$ cat src/rtl/sep_switch_allocator.sv
// Separable input-first switch allocator: per-input VC round-robin, then per-output
// input round-robin, with iSLIP pointer updates and a registered crossbar select stage.
module sep_switch_allocator #(
    parameter int PORT_NUM  = 5,
    parameter int VC_NUM    = 2,
    parameter int VC_SIZE   = $clog2(VC_NUM),
    parameter int PORT_SIZE = $clog2(PORT_NUM)
) (
    input  logic                 clk,
    input  logic                 rst,
    input  logic                 switch_request   [PORT_NUM][VC_NUM],
    input  logic [PORT_SIZE-1:0] out_port         [PORT_NUM][VC_NUM],
    input  logic [VC_SIZE-1:0]   downstream_vc    [PORT_NUM][VC_NUM],
    input  logic                 is_available     [PORT_NUM][VC_NUM],
    output logic                 valid_sel        [PORT_NUM],
    output logic [VC_SIZE-1:0]   vc_sel           [PORT_NUM],
    output logic                 xb_valid         [PORT_NUM],
    output logic [PORT_SIZE-1:0] xb_in_port       [PORT_NUM],
    output logic [VC_SIZE-1:0]   xb_downstream_vc [PORT_NUM]
);

    // Handshake: none. Requests are level inputs sampled every cycle; a grant in
    // cycle t means the input block dequeues that VC at the edge ending cycle t.

    logic [VC_SIZE-1:0]   ptr_in      [PORT_NUM];
    logic [VC_SIZE-1:0]   ptr_in_nxt  [PORT_NUM];
    logic [PORT_SIZE-1:0] ptr_out     [PORT_NUM];
    logic [PORT_SIZE-1:0] ptr_out_nxt [PORT_NUM];

    logic                 elig     [PORT_NUM][VC_NUM];
    logic                 w1_valid [PORT_NUM];
    logic [VC_SIZE-1:0]   w1       [PORT_NUM];
    logic [PORT_SIZE-1:0] tgt      [PORT_NUM];
    logic                 g_valid  [PORT_NUM];
    logic [PORT_SIZE-1:0] g        [PORT_NUM];
    logic                 granted  [PORT_NUM];

    logic                 xb_valid_nxt   [PORT_NUM];
    logic [PORT_SIZE-1:0] xb_in_port_nxt [PORT_NUM];
    logic [VC_SIZE-1:0]   xb_dvc_nxt     [PORT_NUM];

    // Out-of-range targets are rejected before they can index the credit table.
    always_comb begin
        for (int i = 0; i < PORT_NUM; i++) begin
            for (int v = 0; v < VC_NUM; v++) begin
                elig[i][v] = 1'b0;
                if (switch_request[i][v] && (int'(out_port[i][v]) < PORT_NUM))
                    elig[i][v] = is_available[out_port[i][v]][downstream_vc[i][v]];
            end
        end
    end

    // Stage 1: per-input round-robin over eligible VCs starting at ptr_in.
    always_comb begin
        int                 idx;
        logic [VC_SIZE-1:0] vidx;
        idx  = 0;
        vidx = '0;
        for (int i = 0; i < PORT_NUM; i++) begin
            w1_valid[i] = 1'b0;
            w1[i]       = '0;
            tgt[i]      = '0;
            for (int k = 0; k < VC_NUM; k++) begin
                idx  = (int'(ptr_in[i]) + k) % VC_NUM;
                vidx = VC_SIZE'(idx);
                if (!w1_valid[i] && elig[i][vidx]) begin
                    w1_valid[i] = 1'b1;
                    w1[i]       = vidx;
                    tgt[i]      = out_port[i][vidx];
                end
            end
        end
    end

    // Stage 2: per-output round-robin over stage-1 winners starting at ptr_out.
    always_comb begin
        int                   idx;
        logic [PORT_SIZE-1:0] pidx;
        idx  = 0;
        pidx = '0;
        for (int o = 0; o < PORT_NUM; o++) begin
            g_valid[o] = 1'b0;
            g[o]       = '0;
            for (int k = 0; k < PORT_NUM; k++) begin
                idx  = (int'(ptr_out[o]) + k) % PORT_NUM;
                pidx = PORT_SIZE'(idx);
                if (!g_valid[o] && w1_valid[pidx] && (tgt[pidx] == PORT_SIZE'(o))) begin
                    g_valid[o] = 1'b1;
                    g[o]       = pidx;
                end
            end
        end
    end

    always_comb begin
        for (int i = 0; i < PORT_NUM; i++)
            granted[i] = 1'b0;
        for (int o = 0; o < PORT_NUM; o++)
            if (g_valid[o])
                granted[g[o]] = 1'b1;
    end

    // Grants are forced low while reset is held, regardless of requests.
    always_comb begin
        for (int i = 0; i < PORT_NUM; i++) begin
            valid_sel[i] = !rst && granted[i];
            vc_sel[i]    = (!rst && granted[i]) ? w1[i] : '0;
        end
    end

    // Only stage-2 winners move pointers; stage-1-only winners keep theirs (iSLIP).
    always_comb begin
        ptr_in_nxt  = ptr_in;
        ptr_out_nxt = ptr_out;
        for (int o = 0; o < PORT_NUM; o++) begin
            xb_valid_nxt[o]   = 1'b0;
            xb_in_port_nxt[o] = '0;
            xb_dvc_nxt[o]     = '0;
            if (g_valid[o]) begin
                ptr_out_nxt[o]    = PORT_SIZE'((int'(g[o]) + 1) % PORT_NUM);
                ptr_in_nxt[g[o]]  = VC_SIZE'((int'(w1[g[o]]) + 1) % VC_NUM);
                xb_valid_nxt[o]   = 1'b1;
                xb_in_port_nxt[o] = g[o];
                xb_dvc_nxt[o]     = downstream_vc[g[o]][w1[g[o]]];
            end
        end
    end

    always_ff @(posedge clk or posedge rst) begin
        if (rst) begin
            for (int i = 0; i < PORT_NUM; i++) begin
                ptr_in[i]           <= '0;
                ptr_out[i]          <= '0;
                xb_valid[i]         <= 1'b0;
                xb_in_port[i]       <= '0;
                xb_downstream_vc[i] <= '0;
            end
        end else begin
            ptr_in           <= ptr_in_nxt;
            ptr_out          <= ptr_out_nxt;
            xb_valid         <= xb_valid_nxt;
            xb_in_port       <= xb_in_port_nxt;
            xb_downstream_vc <= xb_dvc_nxt;
        end
    end

endmodule
$ cat config.mk
export PLATFORM = sky130hd
export DESIGN_NAME = sep_switch_allocator
export DESIGN_NICKNAME = d
export VERILOG_FILES = /design/src/rtl/sep_switch_allocator.sv
export SDC_FILE = /design/constraint.sdc
export NUM_CORES = 1
export LEC_CHECK = 0
export CORE_ASPECT_RATIO = 2
export CORE_UTILIZATION = 67
export CTS_BUF_LIST = sky130_fd_sc_hd__clkbuf_4 sky130_fd_sc_hd__clkbuf_8
export CTS_CLUSTER_SIZE = 14
export DETAILED_ROUTE_END_ITERATION = 8
export PLACE_DENSITY = 0.9
export SLEW_MARGIN = 30
export SYNTH_ARGS = -nofsm -noshare
export SYNTH_HDL_FRONTEND = slang
export SYNTH_SLANG_ARGS = --single-unit
$ cat constraint.sdc
create_clock -name clk -period 18.58 [get_ports clk]
set_clock_uncertainty 0.1 [all_clocks]
set_input_delay 3.716 -clock clk [delete_from_list [all_inputs] [get_ports clk]]
set_output_delay 3.716 -clock clk [all_outputs]
set_load 0.01 [all_outputs]
==> flow_metrics.py, run 1 <==
metrics = {
    "run_status": {
        "outcome": "completed",
    },
    "grt": {
        "grt_overflow_total": 0,
        "grt_max_degree": 46,
        "antenna_found_initial": 3,
        "gr-usage-all-layers_pct": 49.0,
        "grt_pass1_vias": 13300,
        "grt_pass1_wl_mm": 68.0,
    },
    "synth": {
        "syn_area_per_cell_um2": 7.54,
        "synth_area_um2": 11800,
        "async_flop_share_pct": 100,
        "synth_seq_cells": 45,
        "synth_top_area_share_pct": 11.4,
        "post-synth-top-area-cell": "ha_1",
        "synth_cell_types": 109,
        "yosysWarningCount": 0,
        "synth-edff-count": 0,
        "synth_area_leaders": "ha_1, dfrtp_1, mux2i_1",
        "yosysSeqAreaShare_pct": 9.54,
        "synth_cells": 1567,
        "synth_top_flop_cell": "dfrtp_1",
        "synth.net_count": 1740,
    },
    "hold_path": {
        "hold_class": "reg2reg",
    },
    "critical_path": {
        "r2r_start": "ptr_out[9]$_DFFE_PP0N_",
        "crit_required_ps": 14760,
        "crit_arrival_ps": 10220,
        "path_class": "in2out",
        "r2r_end": "ptr_out[10]$_DFFE_PP0N_",
        "endpoint": "vc_sel[4]",
        "crit_path_end_kind": "output port",
        "rrSetupSlack_ps": 11080,
        "path_max_fanout": 11,
        "start_kind": "primary input",
        "critPathLaunch": "downstream_vc[9]",
        "ff2ff_path_depth": 25,
    },
    "floorplanning": {
        "io_pins": 97,
        "fp.dieW_um": 95.9,
        "die-area_um2": 18200,
        "initial_utilization_pct": 68.4,
        "core-area_um2": 17300,
        "row_count": 68,
        "die_height_um": 190,
    },
    "clocking": {
        "numCtsBuffers": 5,
        "cts_resized": 0,
        "postCtsHoldBufs": 0,
        "clock-sinks": 45,
        "cts_max_level": 2,
        "cts-root-buf": "clkbuf_8",
        "clock_latency_ps": 340,
        "postCtsSetupBuffers": 0,
        "clk_pin_slew_ps": 120,
        "cts_tree": "built",
        "cts_buffer_depth": 2,
    },
    "sta": {
        "setup_viol": 0,
        "relSlewSlack_pct": 30.0,
        "max_slew.worst_pin.slew_ps": 1020,
        "hold_viol_final": 0,
        "post-route-period-util_pct": 75.6,
        "fmax_ghz": 0.0712,
        "drv_slew": 0,
        "tns_ps": 0,
        "rsz0062_at_grt": "false",
        "period_needed_ps": 14040,
    },
    "detailed_routing": {
        "vias": 13500,
        "route.detailed.drc": 0,
        "first_pass_iters": 6,
        "wl_per_cell_um": 24.0,
        "route.final.wire_length_mm": 43.6,
        "via_per_inst": 7.44,
        "ant_nets": 0,
        "drt_iter0_drc": 1262,
    },
    "placement": {
        "io_buffer_count": 96,
        "gp_congestion": 1.14,
        "hpwl_mm": 33.4,
    },
    "final_layout": {
        "nets": 1781,
        "fill_cells": 1434,
        "syn_to_final_growth_pct": 9.35,
        "drive_gt1_share_pct": 6.59,
        "diodes": 0,
    },
    "run": {
        "maxCapViolCount": 0,
    },
}
synth_stat cells (21+ instances only):
cell and number:
nand2_1 119, ha_1 108, inv_1 104, nor2_1 96
a21oi_1 93, mux2i_1 74, o21ai_0 71, nand3_1 55
xnor2_1 47, dfrtp_1 45, clkbuf_1 39, mux2_2 36
nor3_1 36, nand2b_1 32, o211ai_1 30, a211oi_1 28
and2_1 28, nor2b_1 22, a31oi_1 21
kinds of logic after synthesis:
kind of cell               synth area share, %
and+or+nand+nor                           23.5
adders and majority gates                 12.0
muxes                                     11.9
AOI/OAI and AO/OA                         32.9
buffers and inverters                     6.10
DFF                                       9.54
xor gates and xnor gates                  4.15
final cells by class:
cell class,instances,area [um2],share of cell area (%)
multi-input cells,1342,9980,77.3
flip-flops and latches,45,1130,8.72
clock inverters,2,37.5,0.291
repair buffers,100,988,7.66
clock buffers,6,82.6,0.640
well taps,210,263,2.04
inverters,114,433,3.35
layer usage:
layer / share of wire (%) / GRT usage [%] / vias to the layer above
met2: 47 / 79.8 / 850
met4: 11 / 45.5 / 6
met5: 0.096 / 0 / -
met1: 32 / 47.7 / 6273
li1: - / - / 6055
met3: 10 / 15.2 / 344
flip-flops by register name (all words and copies together) (netlist names):
signal,cells
xb_valid,5
ptr_in,5
xb_downstream_vc,5
ptr_out,15
xb_in_port,15
how the worst min path moves through the flow:
stage,start,to,cells past startpoint
floorplan,ptr_in[3]$_DFF_PP0_,ptr_in[3]$_DFF_PP0_,2
global placement,ptr_in[0]$_DFF_PP0_,ptr_in[0]$_DFF_PP0_,2
detailed placement,ptr_in[0]$_DFF_PP0_,ptr_in[0]$_DFF_PP0_,2
CTS,ptr_in[0]$_DFF_PP0_,ptr_in[0]$_DFF_PP0_,2
global route,ptr_in[0]$_DFF_PP0_,ptr_in[0]$_DFF_PP0_,2
finish,ptr_in[0]$_DFF_PP0_,ptr_in[0]$_DFF_PP0_,2
cell usage in the layout, fill, tap and decap left out, types with 19 or more instances in the layout:
| master | n |
|---|---|
| a211oi_1 | 28 |
| a21o_1 | 20 |
| a21oi_1 | 93 |
| a31oi_1 | 21 |
| and2_1 | 28 |
| and3_1 | 20 |
| clkdlybuf4s50_1 | 96 |
| dfrtp_1 | 45 |
| ha_1 | 108 |
| inv_1 | 103 |
| mux2_2 | 36 |
| mux2i_1 | 74 |
| nand2_1 | 119 |
| nand2b_1 | 32 |
| nand3_1 | 55 |
| nor2_1 | 96 |
| nor2b_1 | 22 |
| nor3_1 | 35 |
| o211ai_1 | 30 |
| o21ai_0 | 71 |
| o31ai_1 | 19 |
| xnor2_1 | 47 |
stage by stage:
| stage | instances | hold WS (ps) | instance area [um2] | worst slack [ps] | util (%) |
|---|---|---|---|---|---|
| floorplan | 1567 | 454 | 11800 | 7000 | - |
| global placement | 1810 | 557 | 12800 | 4730 | 73.9 |
| detailed placement | 1811 | 562 | 12800 | 4930 | 74.0 |
| CTS | 1819 | 579 | 12900 | 4900 | 74.7 |
| global route | 1819 | 637 | 12900 | 4310 | 74.8 |
| finish | 1819 | 593 | 12900 | 4540 | 74.8 |
worst max-delay path: stages:
cell,delay (ps)
clkdlybuf4s50_1,800
mux2_2,410
a222oi_1,470
a211oi_1,160
o21ai_1,680
nand3_1,420
a221o_1,450
o21ai_1,230
a211oi_1,140
o21bai_1,380
a41o_1,550
inv_2,200
or4_1,560
a41oi_1,330
and2_1,180
clkdlybuf4s50_1,530
Power of run 1 is not shown: default switching activity piles up to over one toggle a cycle in this logic, so the estimate is an artifact.
==> run 2, diff against run 1 <==
CORE_UTILIZATION = 56   (was 67)
PLACE_DENSITY = 0.8   (was 0.9)
clock period = 11.5 ns   (was 18.58 ns; I/O delays follow)
==> run 2 against run 1 <==
Compared with the run above:
- die area rose by 19%
- worst setup slack got worse by 4000 ps
- first-iteration DRC count decreased by 24%
- hold slack got worse by 7.2 ps
- global-route usage decreased by 9.2 points
==> flow_metrics.py, run 2 (synthesized netlist as in run 1, its figures left out) <==
metrics = {
    "detailed_routing": {
        "ant_nets": 0,
        "wl_per_cell_um": 23.2,
        "vias": 13200,
        "route.final.wire_length_mm": 43.8,
        "first_pass_iters": 6,
        "drt_iter0_drc": 962,
        "route.detailed.drc": 0,
        "via_per_inst": 6.97,
    },
    "final_layout": {
        "fill_cells": 1939,
        "final_cells": 1888,
        "diodes": 0,
        "layout_commonest_cell": "nand2_1",
        "nets": 1794,
        "mostFrequentLayoutCells": "nand2_1, ha_1, inv_1, nor2_1, clkdlybuf4s50_1",
        "reg.largest.list": "ptr_out: 15 flops, xb_in_port: 15 flops",
        "regArea_um2": 1130,
        "multi_input_area_um2": 9970,
        "drive_gt1_share_pct": 7.21,
        "syn_to_final_growth_pct": 10.7,
    },
    "critical_path": {
        "crit_required_ps": 9100,
        "rrSetupSlack_ps": 4410,
        "crit_path_end_kind": "output port",
        "ff2ff_path_depth": 26,
        "start_kind": "primary input",
        "crit_arrival_ps": 8580,
        "path_class": "in2out",
        "path_max_fanout": 8,
    },
    "floorplanning": {
        "die_height_um": 207,
        "io_pins": 97,
        "die-area_um2": 21700,
        "row_count": 74,
        "core-area_um2": 20600,
        "fp.dieW_um": 105,
        "initial_utilization_pct": 57.4,
    },
    "sta": {
        "period_needed_ps": 10980,
        "max_slew.worst_pin.slew_ps": 1080,
        "tns_ps": 0,
        "relSlewSlack_pct": 27.6,
        "setup_viol": 0,
        "hold_viol_final": 0,
        "hold_slack_ps": 586,
        "rsz0062_at_grt": "false",
        "drv_slew": 0,
        "post-route-period-util_pct": 95.5,
        "fmax_ghz": 0.0911,
    },
    "placement": {
        "gp_congestion": 1.05,
        "hpwl_mm": 34.9,
        "io_buffer_count": 96,
        "dp.cells": 1880,
    },
    "run": {
        "maxCapViolCount": 0,
    },
    "clocking": {
        "cts-root-buf": "clkbuf_8",
        "numCtsBuffers": 5,
        "cts_max_level": 2,
        "cts_buffer_depth": 2,
        "clock_latency_ps": 330,
        "postCtsSetupBuffers": 0,
        "cts_tree": "built",
        "cts_resized": 0,
        "clk_pin_slew_ps": 110,
        "postCtsHoldBufs": 0,
        "clock-sinks": 45,
    },
    "grt": {
        "grt_pass1_wl_mm": 68.2,
        "grt_overflow_total": 0,
        "grt_max_degree": 46,
        "grt_pass1_vias": 13000,
        "gr-usage-all-layers_pct": 39.8,
        "antenna_found_initial": 0,
    },
    "hold_path": {
        "hold_class": "reg2reg",
        "hold_depth": 2,
    },
    "run_status": {
        "outcome": "completed",
    },
}
run 2: cell type report:
cell class | instances | share of cell area, %
Tap cell | 266 | 2.55
Multi-Input combinational cell | 1342 | 76.3
Sequential cell | 45 | 8.62
Timing Repair Buffer | 113 | 8.33
Clock inverter | 2 | 0.287
Clock buffer | 6 | 0.632
Inverter | 114 | 3.31
run 2: final timing paths:
kind / start / to
setup / recovery: is_available[7] / vc_sel[3]
hold / removal: ptr_in[0]$_DFF_PP0_ / ptr_in[0]$_DFF_PP0_
setup reg to reg: ptr_out[9]$_DFFE_PP0N_ / ptr_out[10]$_DFFE_PP0N_
hold reg to reg: ptr_in[0]$_DFF_PP0_ / ptr_in[0]$_DFF_PP0_
max in group asynchronous: rst / xb_in_port[14]$_DFF_PP0_
min in group asynchronous: rst / xb_in_port[3]$_DFF_PP0_
run 2: metrics by stage:
| stage | setup WS (ps) | util (%) | instance area, um2 |
|---|---|---|---|
| after detailed placement | 743 | 63.0 | 12900 |
| after floorplan | 2750 | - | 11800 |
| after CTS | 712 | 63.5 | 13100 |
| after global placement | 719 | 62.9 | 12900 |
| final | 521 | 63.6 | 13100 |
| after global routing | 222 | 63.6 | 13100 |
run 2: layer usage:
metal  global-route usage, %  vias to the layer above  wire, um
li1                        -                     6088         -
met1                    39.1                     6232     15300
met2                    70.7                      604     21600
met3                    6.53                      235      2510
met4                    35.6                        0      4410
met5                       0                        -         0
run 2: critical path: stages:
cell	delay, ps
clkdlybuf4s50_1	730
buf_4	310
mux2i_1	120
nor2_1	80
o311ai_1	730
a21oi_1	370
a221o_1	600
or4_1	580
o211a_1	190
and4_1	310
and2_1	220
o21ai_2	420
inv_1	300
a222oi_1	440
a21oi_1	200
and2_1	200
clkdlybuf4s50_1	470
Power of run 2 is left out for the same reason.
